File: config.mk
export PLATFORM = sky130hd
export DESIGN_NAME = seq_pattern_detector
export DESIGN_NICKNAME = d
export VERILOG_FILES = /design/src/rtl/seq_pattern_detector.sv
export SDC_FILE = /design/constraint.sdc
export NUM_CORES = 1
export LEC_CHECK = 0
export ABC_CLOCK_PERIOD_IN_PS = 3800
export CAP_MARGIN = 40
export CORE_AREA = 8 8 45 47
export DETAILED_ROUTE_END_ITERATION = 8
export DIE_AREA = 0 0 53 55
export GPL_TIMING_DRIVEN = 0
export PLACE_DENSITY = 0.78
export SYNTH_ARGS = -nofsm -noshare
export SYNTH_HDL_FRONTEND = slang
export SYNTH_SLANG_ARGS = --single-unit
File: constraint.sdc
create_clock -name ck -period 3.8 [get_ports ck]
set_input_delay 0.95 -clock ck [delete_from_list [all_inputs] [get_ports ck]]
set_output_delay 0.95 -clock ck [all_outputs]
set_load 0.02 [all_outputs]
File: src/rtl/seq_pattern_detector.sv
// rtl/seq_pattern_detector.sv - parametrised serial pattern detector with Mealy match flag
//
// Purpose:
//   Shifts in one serial bit per enabled clock. It raises z in the same cycle
//   that the last bit of PATTERN arrives. Matching can overlap or be
//   non-overlapping. A saturating counter records the number of matches.
//
// Ports:
//   ck         in   1      clock, rising edge
//   reset      in   1      synchronous reset, active-low
//   en         in   1      x is sampled only when en=1
//   clr        in   1      synchronous clear of history and counter, active-high
//   x          in   1      serial data bit
//   z          out  1      Mealy match flag (combinational)
//   match_cnt  out  CNT_W  matches since reset/clr, saturating
//   fill       out  W_F    number of valid history bits, 0..PATTERN_W-1

module seq_pattern_detector #(
  parameter int                   PATTERN_W = 4,
  parameter logic [PATTERN_W-1:0] PATTERN   = 4'b1011,
  parameter bit                   OVERLAP   = 1'b1,
  parameter int                   CNT_W     = 8,
  localparam int                  W_F       = $clog2(PATTERN_W)
) (
  input  logic             ck,
  input  logic             reset,
  input  logic             en,
  input  logic             clr,
  input  logic             x,
  output logic             z,
  output logic [CNT_W-1:0] match_cnt,
  output logic [W_F-1:0]   fill
);

  localparam logic [W_F-1:0]   FILL_MAX = W_F'(PATTERN_W - 1);
  localparam logic [CNT_W-1:0] CNT_MAX  = {CNT_W{1'b1}};

  logic [PATTERN_W-2:0] hist_q, hist_d;
  logic [W_F-1:0]       fill_q, fill_d;
  logic [CNT_W-1:0]     cnt_q, cnt_d;
  logic [PATTERN_W-1:0] cand;
  logic                 hist_full;
  logic                 z_int;

  // The candidate word ends with the bit that is arriving now. This lets a
  // match be flagged in the same cycle that bit is presented.
  assign cand      = {hist_q, x};
  assign hist_full = (fill_q == FILL_MAX);
  assign z_int     = reset & ~clr & en & hist_full & (cand == PATTERN);

  always_comb begin
    hist_d = hist_q;
    fill_d = fill_q;
    cnt_d  = cnt_q;
    if (!reset || clr) begin
      hist_d = '0;
      fill_d = '0;
      cnt_d  = '0;
    end else if (en) begin
      if (z_int && !OVERLAP) begin
        // Non-overlapping mode: flush the history so that the next match
        // needs a complete set of new bits.
        hist_d = '0;
        fill_d = '0;
      end else begin
        hist_d = cand[PATTERN_W-2:0];
        fill_d = hist_full ? fill_q : fill_q + 1'b1;
      end
      if (z_int && (cnt_q != CNT_MAX)) begin
        cnt_d = cnt_q + 1'b1;
      end
    end
  end

  always_ff @(posedge ck) begin
    if (!reset) begin
      hist_q <= '0;
      fill_q <= '0;
      cnt_q  <= '0;
    end else begin
      hist_q <= hist_d;
      fill_q <= fill_d;
      cnt_q  <= cnt_d;
    end
  end

  assign z         = z_int;
  assign match_cnt = cnt_q;
  assign fill      = fill_q;

endmodule
==> metrics, run 1 <==
Final nets=89; R2R Setup Slk=~2.1 ns; most common cell after layout, fill and taps aside=clkdlybuf4s50_1; Leak=roughly 0.28 nW; Layout area overhead=30.7%; Setup-failing EPs final=0; I/O pins=16; Slew headroom=between 60% and 70%; CTS buffer count=3; die height=55 µm; CP Data Required Time=2.85 ns; wirelength, routed=1.27 mm; # fillers=140; gp weighted congestion=~0.77; CTS Hold Bufs=0; antenna violations before repair=0; Total GRT Usage=under 10%; total die area=2920 µm²; run status=completed; Vias=546; drt wl/cell=13.1 µm; Slew Limit Fails=0; pin count of the biggest net entering global routing=11; synthesized area per cell=9.69 µm²; critical path endpoint=z; fin crit share=89.5%; non-filler cells, final=97; setup_tns=0 ns; CTS Root Cell=clkbuf_4; Post-CTS Setup Bufs=0; core area=~1400 µm²; first-pass GRT wire length=1.90 mm; Diodes inserted=0; syn nets=70; Cells after DPL=just over 90; CTS Buffer Depth=2; Overall Power=roughly 0.24 mW; Syn Inst Count=63; # H-tree levels=1; PortBufs=14; Hold Crit Class=reg2reg; Reg2Reg Depth=6; die width=53 µm; Routed Antenna Nets=0; grt total ovfl=0; upper clock frequency limit=roughly 290 MHz; Tmin final=3.40 ns; CP Launch Point=clr; Seq/Total Area, Yosys=42.6%; crit path max fanout=3; 1st-pass router iterations=4; CTS tree=done; Clock Pin Slew Worst Setup and Hold Paths=0.09 ns; vias in the first global route=433; PwrDens=approximately 300 nW/µm²; startpoint types=input port; Sink Count=13; CP Capture Type=output port; Synth warnings=0; Rows=14; r2r startpoint=fill[0]; R2R Path End=match_cnt[7]; layout cells sized above 1=under 10%; Final Hold Fails=0; DRC=0; initial drt markers=10; Synth Register Bits=13; RSZ-0062 raised after global routing=false; CP arrival=2.45 ns; Worst Tran Pin Value=~0.45 ns; initial core utilization=44.1%; Post-Syn Area=611 µm²; commonest non-fill, non-tap cells in the layout=14 x clkdlybuf4s50_1, 13 x dfxtp_1, 7 x nor2_1, 5 x mux2i_1, 4 x a21oi_1; Setup CP Type=in2out; cts repair resizes=0; Worst Skew=0.00373 ns; Post-DP HPWL=955 µm; Clock Latency Late Sink=roughly 0.27 ns; DR vias/cell=between 5 and 6; Worst VDD drop=slightly below 0.0002 V; Yosys cell types=27; maxcap violations=0
[cells by family after synthesis]
logic type,Yosys count,share of synthesized area (%)
AND/OR/NAND/NOR,24,22.7
AO/OA/AOI/OAI,13,16.2
flip-flops,13,42.6
multiplexers,5,8.20
buffers and inverters,4,3.28
XOR/XNOR,2,2.87
adder cells (fa/ha/maj),2,4.10
[Yosys cell counts]
| cell type | count | area [µm²] |
|---|---|---|
| nand3_1 | 2 | 10.0 |
| nand2_1 | 2 | 7.51 |
| nand2b_1 | 1 | 6.26 |
| a21oi_1 | 4 | 20.0 |
| and4b_1 | 1 | 10.0 |
| ha_1 | 2 | 25.0 |
| o41ai_1 | 1 | 8.76 |
| dfxtp_1 | 13 | 260 |
| buf_2 | 1 | 5.00 |
| or3_1 | 2 | 12.5 |
| nand4_1 | 3 | 18.8 |
| inv_1 | 1 | 3.75 |
| mux2i_1 | 5 | 50.1 |
| o311ai_0 | 1 | 8.76 |
| xnor2_1 | 1 | 8.76 |
| or4_1 | 2 | 15.0 |
| clkbuf_1 | 1 | 3.75 |
| o211ai_4 | 1 | 21.3 |
| and2_1 | 1 | 6.26 |
| xor2_1 | 1 | 8.76 |
| buf_4 | 1 | 7.51 |
| and4b_4 | 1 | 13.8 |
| o211ai_1 | 1 | 7.51 |
| nor2_1 | 7 | 26.3 |
| o21ai_0 | 2 | 10.0 |
| nor2b_1 | 2 | 12.5 |
| o31ai_1 | 3 | 22.5 |
[routing by layer]
metal,vias up,share of wire [%],track usage [%]
met4,0,1.5,6.47
li1,268,-,-
met3,2,11,1.60
met1,248,43,10.3
met2,28,45,13.3
met5,-,0,0
[power breakdown]
group / switching [mW] / internal (mW)
clock network: 0.0463 / 0.0389
logic: 0.00776 / 0.00863
registers: 0.000946 / 0.137
total: 0.0550 / 0.185
[flip-flops by register name (all words and copies together), names as in the netlist]
signal	count
fill	2
match_cnt	8
hist_q	3
[stage by stage]
step	utilization, %	setup slack, ns	hold WS [ns]	cell area [µm²]
after floorplan	-	1.29	0.453	611
after global placement	55.7	0.396	0.468	771
after detailed placement	55.7	0.400	0.483	771
after CTS	57.7	0.398	0.502	798
after global routing	57.7	0.354	0.521	798
final	57.7	0.399	0.499	798
[worst min path at each step]
| stage | from | to | slack [ns] | depth (start not counted) |
|---|---|---|---|---|
| final | hist_q[2] | hist_q[2] | 0.50 | 2 |
| after global routing | hist_q[2] | hist_q[2] | 0.52 | 2 |
| after CTS | match_cnt[6] | match_cnt[6] | 0.50 | 2 |
| after detailed placement | hist_q[2] | hist_q[2] | 0.48 | 2 |
| after global placement | hist_q[2] | hist_q[2] | 0.47 | 2 |
| after floorplan | hist_q[2] | hist_q[2] | 0.45 | 2 |
[worst max-delay path, stage by stage]
cell and delay (ns):
clkdlybuf4s50_1 0.43, and4b_4 0.35, and2_1 0.12, clkdlybuf4s50_1 0.60
[cell type report]
class,count,area (µm²),share of cell area [%]
multi-input cells,46,330,41.4
well taps,16,20.0,2.51
clock buffers,3,22.5,2.82
clock inverters,1,5.00,0.627
flip-flops and latches,13,260,32.6
inverters,1,3.75,0.470
repair buffers,14,140,17.6
plain buffers,3,16.3,2.04
No activity file was read; power rests on OpenSTA's default activity.
==> inputs of run 2 (changes only) <==
--- a/config.mk
+++ b/config.mk
@@ -6,7 +6,7 @@
 export NUM_CORES = 1
 export LEC_CHECK = 0
 export ABC_CLOCK_PERIOD_IN_PS = 3800
-export CAP_MARGIN = 40
+export CAP_MARGIN = 20
 export CORE_AREA = 8 8 45 47
 export DETAILED_ROUTE_END_ITERATION = 8
 export DIE_AREA = 0 0 53 55
==> results of run 2 <==
No change in the layout: final DEF, timing and power equal those of run 1.
==> inputs of run 3 (changes only) <==
--- a/config.mk
+++ b/config.mk
@@ -11,6 +11,7 @@
 export DETAILED_ROUTE_END_ITERATION = 8
 export DIE_AREA = 0 0 53 55
 export GPL_TIMING_DRIVEN = 0
+export HOLD_SLACK_MARGIN = 0.12
 export PLACE_DENSITY = 0.78
 export SYNTH_ARGS = -nofsm -noshare
 export SYNTH_HDL_FRONTEND = slang
==> results of run 3 <==
No change in the layout: final DEF, timing and power equal those of run 1.
==> RTL edit 1: new RTL, flow settings as in run 1 <==
Change the parameter `CNT_W` from 8 to 7.
--- a/src/rtl/seq_pattern_detector.sv
+++ b/src/rtl/seq_pattern_detector.sv
@@ -19,7 +19,7 @@
   parameter int                   PATTERN_W = 4,
   parameter logic [PATTERN_W-1:0] PATTERN   = 4'b1011,
   parameter bit                   OVERLAP   = 1'b1,
-  parameter int                   CNT_W     = 8,
+  parameter int                   CNT_W     = 7,
   localparam int                  W_F       = $clog2(PATTERN_W)
 ) (
   input  logic             ck,
Interface: changed (resized match_cnt); port bits go from 16 to 15. The function was not compared with the original's and may differ.
==> RTL edit 1 against run 1 <==
- power grew 1.1%
- synthesized area shrank 7.0%
- setup slack worse by 0.034 ns
- maximum frequency fell by 0.99%
- register-to-register slack better by 0.08 ns
- design area is 5.5% lower
- sequential cell count is 1 lower
- sequential power is 7% lower
- routed wire length decreased by 7.7%
- critical path type unchanged
- largest cell class unchanged
- highest routed layer unchanged
==> RTL edit 1: results (changes against run 1) <==
| Metric | Value |
|---|---|
| CP max stage delay | `0.59 ns` |
| IO buf count | `13 (-1)` |
| Total track usage | `9.26% (+0.70 points)` |
| GP Congestion | `0.718 (-6.8%)` |
| Slowest-stage cell, CP | `clkdlybuf4s50_1` |
| Synthesis warning total | `0 (unchanged)` |
| Synth cell count leaders | `dfxtp_1 (12), nor2_1 (7), mux2i_1 (5)` |
| Critical path arrival | `2.48 ns (+0.03 ns)` |
| Post-synthesis net count | `63 (-10%)` |
| Slew @ Worst Pin | `0.408 ns (-0.0445 ns)` |
| DR pass1 iterations | `4 (unchanged)` |
| Post-synth ARST share | `0% (unchanged)` |
| First-pass GRT wire length | `2.02 mm (+6.1%)` |
| Hold Crit Class | `reg2reg` |
| Largest net degree at the start of global routing | `10 (-1)` |
| WL/cell | `13.2 um (+0.58%)` |
| CTS root buf | `clkbuf_4` |
| Max reg flops | `7 (-1)` |
| # nets final | `81 (-9.0%)` |
| Largest cells by area after synthesis | `dfxtp_1 (42%), mux2i_1 (8.8%), and4b_4 (4.8%), nor2_1 (4.6%), ha_1 (4.4%)` |
| Leak | `0.285 nW (+2.1%)` |
| Drt initial violations | `10 (unchanged)` |
| Num CTS Buffers | `3 (unchanged)` |
| Status | `finished, final reports clean` |
| Max VDD drop | `0.193 mV (about the same)` |
| Clk_skew | `0.00200 ns (-0.00173 ns)` |
| Seq/Total Area, Yosys | `42.3% (-0.33 points)` |
| Yosys cell types | `23 (-15%)` |
| Clk slew on worst S/H paths | `0.07 ns (-0.02 ns)` |
| Layout cells sized above 1 | `12.3% (+2.5 points)` |
| Routed vias | `480 (-12%)` |
| Longest Clk Path Bufs | `2 (unchanged)` |
| Synth Flop Type | `dfxtp_1` |
| Initial antenna violation count | `0 (unchanged)` |
| Placed instance area | `718 um^2 (-6.8%)` |
-- RTL edit 1: changes by cell type in the layout (fill, tap and decap cells not counted), sizes merged, moves of 2 or more --
| cell | change |
|---|---|
| o21ai | -2 |
| nand3 | -2 |
| a21oi | -3 |
| nand2 | +2 |
| o211ai | +2 |
| or3 | -2 |
-- RTL edit 1: final timing paths --
check / startpoint / endpoint / slack [ns] / cells after the start
setup / recovery: clr / z / 0.37 / 5
hold / removal: match_cnt[6]$_SDFFE_PP0P_ / match_cnt[6]$_SDFFE_PP0P_ / 0.50 / 1
setup reg to reg: fill[0]$_SDFFE_PP0P_ / match_cnt[5]$_SDFFE_PP0P_ / 2.13 / 5
hold reg to reg: match_cnt[6]$_SDFFE_PP0P_ / match_cnt[6]$_SDFFE_PP0P_ / 0.50 / 1
-- RTL edit 1: power by group --
| group | switching, mW | internal (mW) |
|---|---|---|
| registers | 0.00103 | 0.127 |
| logic | 0.00771 | 0.00910 |
| clock network | 0.0398 | 0.0581 |
| total | 0.0485 | 0.194 |
-- RTL edit 1: kinds of logic after synthesis --
logic type,count (synthesis),share of synthesized area (%)
AO/OA/AOI/OAI,10,15.4
XOR/XNOR,2,3.08
adder cells (fa/ha/maj),2,4.40
buffers and inverters,4,3.96
flip-flops,12,42.3
multiplexers,5,8.81
AND/OR/NAND/NOR,21,22.0
-- RTL edit 1: through the flow --
step	instances	utilization, %	worst slack, ns	hold slack (ns)	total power [mW]
6_report	89	54.5	0.365	0.500	0.243
2_1_floorplan	56	-	1.32	0.460	0.141
5_1_grt	89	54.5	0.318	0.541	0.256
3_3_place_gp	85	51.9	0.368	0.477	0.147
3_5_place_dp	85	51.9	0.362	0.490	0.148
4_1_cts	89	54.5	0.356	0.508	0.248
-- RTL edit 1: worst max-delay path, delay by kind of cell --
kind	cells	cell delay [ns]
AND/OR/NAND/NOR	2	0.45
buffers and inverters	3	1.08
-- RTL edit 1: final cells by class --
type	instances	area (um^2)
plain buffers	2	15.0
clock buffers	4	36.3
fillers	121	629
inverters	2	7.51
multi-input cells	40	305
flip-flops and latches	12	240
well taps	16	20.0
repair buffers	13	130
-- RTL edit 1: layer usage --
metal	up-vias	routed length (um)	track usage, %	part of all wire [%]
met5	-	0	0	0
met4	0	19	8.62	1.6
met3	2	112	2.94	9.6
met2	20	554	16.0	47
met1	219	485	8.58	41
li1	239	-	-	-
==> RTL edit 2: new RTL, settings of run 1 <==
Without the edit above. Put one more register stage on the output `match_cnt`, with the module's reset. The value now appears one clock later. The other outputs are not delayed to match.
--- a/src/rtl/seq_pattern_detector.sv
+++ b/src/rtl/seq_pattern_detector.sv
@@ -85,7 +85,13 @@
   end
 
   assign z         = z_int;
-  assign match_cnt = cnt_q;
+  always_ff @(posedge ck) begin
+    if (!reset) begin
+      match_cnt <= '0;
+    end else begin
+      match_cnt <= cnt_q;
+    end
+  end
   assign fill      = fill_q;
 
 endmodule
Function: changed (Yosys sat finds a counterexample within 10 cycles, from zero or initial values and one cycle with reset low).
==> RTL edit 2 against run 1 <==
- die area is the same
- power grew 43%
- sequential share of layout area grew 8.6 points
- critical path type unchanged
- setup slack lost 0.21 ns
- routed wire length grew 25%
- synthesized area grew 37%
- design area grew 28%
- sequential cell count grew 8
- count of clock-buffer cells in the layout grew 1
- utilization grew 16 points
- synthesized cell count grew 38%
- maximum frequency shrank 5.9%
- non-clock buffer count grew 2
- critical path depth grew 3
==> RTL edit 2: results (changes against run 1) <==
| Metric | Value |
|---|---|
| Placed insts | `117 (+26%)` |
| Routed vias | `678 (+24%)` |
| Synth cell count leaders | `dfxtp_1 (21), and2_1 (8), a21oi_1 (5), nand2_1 (5), nor2_1 (5)` |
| R2R Setup Slk | `1.92 ns (-0.13 ns)` |
| Sequential power share | `64.8% (+7.2 points)` |
| Layout cells sized above 1 | `6.67% (-3.2 points)` |
| Placed instance area | `997 um^2 (+29%)` |
| R2R depth | `7 (+1)` |
| Clk slew on worst S/H paths | `0.11 ns (+0.02 ns)` |
| Seq/Total Area, Yosys | `50.2% (+7.6 points)` |
| Total track usage | `12.2% (+3.6 points)` |
| Slew @ Worst Pin | `0.419 ns (-0.0336 ns)` |
| Largest cells by area after synthesis | `dfxtp_1 (50%), and2_1 (6.0%), mux2i_1 (3.6%), a21oi_1 (3.0%), ha_1 (3.0%)` |
| Setup WS pre-CTS | `-0.271 ns (-0.671 ns)` |
| GP Congestion | `0.865 (+12%)` |
| Power after layout | `343 uW (+43%)` |
| Vias in the first global route | `597 (+38%)` |
| Leak | `0.363 nW (+30%)` |
| M3 GR Usage | `3.21% (+1.6 points)` |
| Status | `finished, final reports clean` |
| Drt initial violations | `15 (+5)` |
| Max Freq | `277 MHz (-5.9%)` |
| Max VDD drop | `0.279 mV (+45%)` |
| Largest net degree at the start of global routing | `12 (+1)` |
| First-pass GRT wire length | `2.57 mm (+35%)` |
| RR Endpoint | `cnt_q[6]$_SDFFE_PP0P_` |
| Met1 Usage GRT | `13.4% (+3.0 points)` |
==> RTL edit 2: kinds of logic (layout without fill, tap and decap cells) <==
family | Yosys count | count (layout) | share of synthesized area, %
AOI/OAI and AO/OA | 17 | 17 | 14.1
xor gates and xnor gates | 1 | 1 | 1.05
adders and majority gates | 2 | 2 | 2.99
buffers and inverters | 7 | 25 | 3.59
DFF | 21 | 21 | 50.2
muxes | 3 | 3 | 3.59
and+or+nand+nor | 36 | 36 | 24.5
==> RTL edit 2: layer usage <==
metal  vias up  wire length, um
met5         -                0
met4         0               50
met3         5               87
met2        19              770
met1       302              675
li1        352                -
==> RTL edit 2: worst min path at each step <==
stage,startpoint,endpoint,slack (ns),depth (start not counted)
after global placement,cnt_q[6]$_SDFFE_PP0P_,cnt_q[6]$_SDFFE_PP0P_,0.48,1
after global routing,cnt_q[7]$_SDFFE_PP0P_,cnt_q[7]$_SDFFE_PP0P_,0.52,1
final,cnt_q[7]$_SDFFE_PP0P_,cnt_q[7]$_SDFFE_PP0P_,0.50,1
after floorplan,cnt_q[7]$_SDFFE_PP0P_,cnt_q[7]$_SDFFE_PP0P_,0.45,1
after CTS,hist_q[0]$_SDFFE_PP0P_,hist_q[0]$_SDFFE_PP0P_,0.50,2
after detailed placement,hist_q[0]$_SDFFE_PP0P_,hist_q[0]$_SDFFE_PP0P_,0.48,2
==> RTL edit 2: layout make-up <==
type                    count  area, um^2
plain buffers               5        22.5
well taps                  16        20.0
clock buffers               4        26.3
inverters                   2        7.51
fillers                   117         363
flip-flops and latches     21         420
multi-input cells          59         387
repair buffers             14         138
==> RTL edit 2: critical path: stages <==
cell and delay [ns]:
clkdlybuf4s50_1 0.41, nand2b_1 0.18, or3_1 0.37, buf_2 0.16, buf_2 0.18, inv_1 0.08
dlygate4sd2_1 0.33
